### config.mk
export PLATFORM = sky130hd
export DESIGN_NAME = alu_exec_stage
export DESIGN_NICKNAME = d
export VERILOG_FILES = /design/src/rtl/alu_exec_stage.sv
export SDC_FILE = /design/constraint.sdc
export NUM_CORES = 1
export LEC_CHECK = 0
export CAP_MARGIN = 40
export CELL_PAD_IN_SITES_DETAIL_PLACEMENT = 1
export CELL_PAD_IN_SITES_GLOBAL_PLACEMENT = 1
export CORE_UTILIZATION = 38
export DETAILED_ROUTE_END_ITERATION = 16
export HOLD_SLACK_MARGIN = 0.08
export PLACE_DENSITY = 0.81
export SYNTH_ARGS = -nofsm -noshare
export SYNTH_HDL_FRONTEND = slang
export SYNTH_SLANG_ARGS = --single-unit
export TNS_END_PERCENT = 20
### constraint.sdc
create_clock -name clk -period 5.1 [get_ports clk]
set_input_delay 0.51 -clock clk [delete_from_list [all_inputs] [get_ports clk]]
set_output_delay 0.51 -clock clk [all_outputs]
set_load 0.02 [all_outputs]
### src/rtl/alu_exec_stage.sv
// Execute stage: decodes the ALU op, computes result/zero/illegal and queues
// them in a 2-entry valid/ready output buffer.
module alu_exec_stage #(
  parameter int unsigned WIDTH = 64,
  parameter int unsigned DEPTH = 2
) (
  input  logic             clk,
  input  logic             reset,
  input  logic             in_valid,
  output logic             in_ready,
  input  logic [3:0]       operation,
  input  logic [WIDTH-1:0] a,
  input  logic [WIDTH-1:0] b,
  output logic             out_valid,
  input  logic             out_ready,
  output logic [WIDTH-1:0] result,
  output logic             zero,
  output logic             illegal,
  output logic [1:0]       count
);

  // Only a 2-entry buffer is supported; pointers are a single bit.
  localparam logic [1:0] Full = 2'(DEPTH);

  logic [WIDTH-1:0] op_res;
  logic             op_zero;
  logic             op_ill;

  logic [WIDTH-1:0] res_q  [2];
  logic             zero_q [2];
  logic             ill_q  [2];
  logic             wr_ptr_q, rd_ptr_q;
  logic [1:0]       count_q, count_d;
  logic             push, pop;

  always_comb begin
    op_res = '0;
    op_ill = 1'b0;
    case (operation)
      4'b0000: op_res = a & b;
      4'b0001: op_res = a | b;
      4'b0010: op_res = a + b;
      4'b0110: op_res = a - b;
      default: op_ill = 1'b1;
    endcase
    op_zero = (op_res == '0);
  end

  assign in_ready  = (count_q < Full);
  assign out_valid = (count_q != 2'd0);
  assign push      = in_valid && in_ready;
  assign pop       = out_valid && out_ready;

  always_comb begin
    count_d = count_q;
    case ({push, pop})
      2'b10:   count_d = count_q + 2'd1;
      2'b01:   count_d = count_q - 2'd1;
      default: count_d = count_q;
    endcase
  end

  always_ff @(posedge clk) begin
    if (reset) begin
      count_q  <= 2'd0;
      wr_ptr_q <= 1'b0;
      rd_ptr_q <= 1'b0;
      for (int i = 0; i < 2; i++) begin
        res_q[i]  <= '0;
        zero_q[i] <= 1'b0;
        ill_q[i]  <= 1'b0;
      end
    end else begin
      if (push) begin
        res_q[wr_ptr_q]  <= op_res;
        zero_q[wr_ptr_q] <= op_zero;
        ill_q[wr_ptr_q]  <= op_ill;
        wr_ptr_q         <= wr_ptr_q + 1'b1;
      end
      if (pop) begin
        rd_ptr_q <= rd_ptr_q + 1'b1;
      end
      count_q <= count_d;
    end
  end

  // Outputs come straight from the head register, never from a/b.
  assign result  = res_q[rd_ptr_q];
  assign zero    = zero_q[rd_ptr_q];
  assign illegal = ill_q[rd_ptr_q];
  assign count   = count_q;

endmodule

==> impl_results.md <==
- Die width: 190 um
- Total Routing Usage GR: 39.6%
- Synthesized area per cell: 8.51 um^2
- Inserted Clock Buffers: 25
- Fin util: about three fifths
- IO Port Bufs: approximately 210
- Leak: about 0.0086 uW
- Fin nets: between 2000 and 2500
- Violated checks: setup timing
- Worst Path Class, Setup: in -> reg
- Post-route cell area: about 0.021 mm^2
- Final min period: 5.24 ns
- Hold WC Path Type: reg -> reg
- Initial antenna violation count: 2
- Int Power: roughly 3800 uW
- Maximum vdd drop: ~430 uV
- Synth Instances: 1579
- Gr ovfl total: 0
- Clock slew at reported path FFs: 0.05 ns
- Post-route DRC: 0
- Die ar.: roughly 0.036 mm^2
- CTS sink cnt: 137
- Tcrit/Tclk final: 103%
- Synth warnings: 0
- First-pass GRT wire length: around 110000 um
- Mapped Area: around 0.013 mm^2
- Sw frac: between 30 and 40%
- CTS tree: done
- Async set-reset flop share out of synthesis: 0%
- Routed WL per cell: 27.9 um
- CP required: between 5 and 6 ns
- Die Y: between 150 and 200 um
- # IOs: 206
- Pin count of the biggest net entering global routing: 98
- Main synth FF type: edfxtp_1
- Post-Syn Nets: approximately 1800
- Setup-failing EPs final: 2
- Fill count: between 3000 and 4000
- Number of global-route vias before repair: 16800
- Area grow syn2layout: 57.7%
- Final ANT Viol Nets: 0
- Vias/cell: 6.15
- Crit end category: flip-flop
- DRT iter0 DRCs: ~1500
- Max Freq: between 150 and 200 MHz
- Worst Tran Pin Value: around 0.95 ns
- Worst setup margin: -0.142 ns
- Initial core utilization: roughly two fifths
- Core area: about 0.035 mm^2
- EDFF count, synth: about 130
- Cell Rows: 68
- DP Area: 0.0195 mm^2
- DR vias: between 15000 and 20000
- Sw Pwr: approximately 2400 uW
- Max_cap viols: 0
- Most frequent cells in the layout: buf_4 (512), nor2_1 (223), clkdlybuf4s50_1 (175)
- Rel. slew slack: between 30% and 40%
- Post-synthesis sequential area ratio: a little under a third
- Hold Fails Final Rpt: 0
- Crit path max fanout: 6
- Yosys reg bits: between 100 and 150
- Final Max Slew Viols: 0
- HPWL after detailed placement: roughly 56000 um
- Comb pwr share: a little over half
- Total power: about 6200 uW
- Startpoint Class: primary input
- Total routed wirelength: ~75000 um
- Final Wtd Congestion: 0.958
- Share of layout cells above drive strength 1: between 30% and 40%
- Root Driver: clkbuf_16
- Status: finished with violations
- Power Dens Cells: about 290 mW/mm^2
- Most common cell after layout, fill and taps aside: buf_4
- Unique cell type count in the Yosys netlist: 91
- Clk_lat worst skew: 0.47 ns
- CP arrival: about 5.5 ns
- RSZ-0062 raised after global routing: yes
- Htree depth: 4
- 1st-pass router iterations: 5
- Clock skew after layout: ~0.013 ns
- Flop pwr share: about a quarter
- Clock Path Buffers: 3
- Clock power share: between 20 and 25%
==> cell type report <==
cell class	instances	area, um^2	share of cell area (%)
Antenna cell	1	2.50	0.0118
Clock buffer	26	629	2.97
Clock inverter	7	31.3	0.148
Inverter	18	75.1	0.354
Multi-Input combinational cell	1335	9740	46.0
Sequential cell	137	4070	19.2
Tap cell	455	569	2.69
Timing Repair Buffer	729	6070	28.7
==> synthesized netlist by cell type, types with 10 or more instances <==
cell type / count / area [um^2]
a211oi_1: 16 / 120
a21o_1: 18 / 135
a21oi_1: 132 / 661
a22oi_1: 40 / 300
and4_1: 10 / 87.6
buf_6: 11 / 124
clkbuf_1: 62 / 233
edfxtp_1: 132 / 3960
ha_1: 67 / 838
inv_1: 18 / 67.6
maj3_1: 55 / 551
mux2_2: 67 / 754
nand2_1: 142 / 533
nand2b_1: 12 / 75.1
nand3_1: 19 / 95.1
nand4_1: 35 / 219
nor2_1: 232 / 871
nor3_1: 37 / 185
nor4_1: 17 / 106
o211ai_1: 13 / 97.6
o21a_1: 18 / 135
o21ai_0: 85 / 425
o21ai_1: 26 / 130
o31ai_1: 15 / 113
xnor2_1: 57 / 499
xor2_1: 55 / 482
==> final timing paths <==
check / cells past startpoint / startpoint / end / slack (ns)
min: 2 / count[1] / count[1] / 0.57
min reg2reg: 2 / count[1] / count[1] / 0.57
max: 22 / b[13] / zero_q[1] / -0.14
max reg2reg: 6 / count[1] / zero_q[0] / 2.58
==> flip-flops by register name (all words and copies together) (netlist names), named ones only <==
name,count
res_q,128
zero_q,2
ill_q,2
wr_ptr_q,1
count,2
rd_ptr_q,1
==> critical path: stages <==
cell and delay (ns):
buf_6 0.09, or3_4 0.38, or3_4 0.37, or4_4 0.56, nor3_2 0.23, buf_4 0.18, nor2_2 0.05, xnor2_1 0.21
ha_1 0.33, buf_6 0.16, nand4_1 0.23, nor2_1 0.10, a22oi_1 0.19, o211ai_1 0.17, a41oi_2 0.39, buf_4 0.21
nor4_1 0.06, a41oi_1 0.28, nand3_1 0.19, nor4_2 0.23, nand4_1 0.19, nor3_2 0.20
==> metal layers <==
metal  share of wire (%)  GRT usage [%]  vias up  routed length, um
met5               0.017              0        -                 13
met4                 3.6           12.9        2               2750
met3                 7.9           5.28      190               5960
met2                  44           62.0      875              33500
met1                  44           55.9     8341              33200
li1                    -              -     7239                  -
==> power by group through the flow <==
stage / clock network [uW] / logic (uW) / registers (uW)
after CTS: 1390 / 3110 / 1520
after detailed placement: 0 / 3030 / 1530
after floorplan: 0 / 1460 / 1490
final: 1400 / 3290 / 1520
after global placement: 0 / 2910 / 1530
after global routing: 1420 / 3420 / 1530
==> cells by family (layout without fill, tap and decap cells) <==
| logic type | after synthesis | after routing | synth area share [%] |
|---|---|---|---|
| AO/OA/AOI/OAI | 452 | 452 | 21.5 |
| other | 0 | 1 | 0 |
| buffers and inverters | 107 | 780 | 3.81 |
| AND/OR/NAND/NOR | 576 | 576 | 20.6 |
| flip-flops | 137 | 137 | 30.2 |
| multiplexers | 71 | 71 | 5.91 |
| XOR/XNOR | 113 | 113 | 7.42 |
| adder cells (fa/ha/maj) | 123 | 123 | 10.5 |
==> what timing repair did <==
action                                  in CTS  in global routing
hold buffers                                 0                  0
gates cloned                                 0                  0
endpoints found under the setup margin      50                 34
pin swaps                                   33                 48
setup buffers                               21                 21
resized for setup                           93                145
==> per-stage QoR <==
stage          hold slack [ns]  setup TNS (ns)  cells  worst slack (ns)
6_report                 0.567          -0.266   2708            -0.142
5_1_grt                  0.591           -1.00   2707            -0.296
4_1_cts                  0.576          -0.205   2687            -0.116
3_5_place_dp             0.541          -42.51   2633             -1.34
3_3_place_gp             0.498          -32.05   2632             -1.19
2_1_floorplan            0.481               0   1579            0.0149
Note: power is estimated with default switching activity, not from simulation.
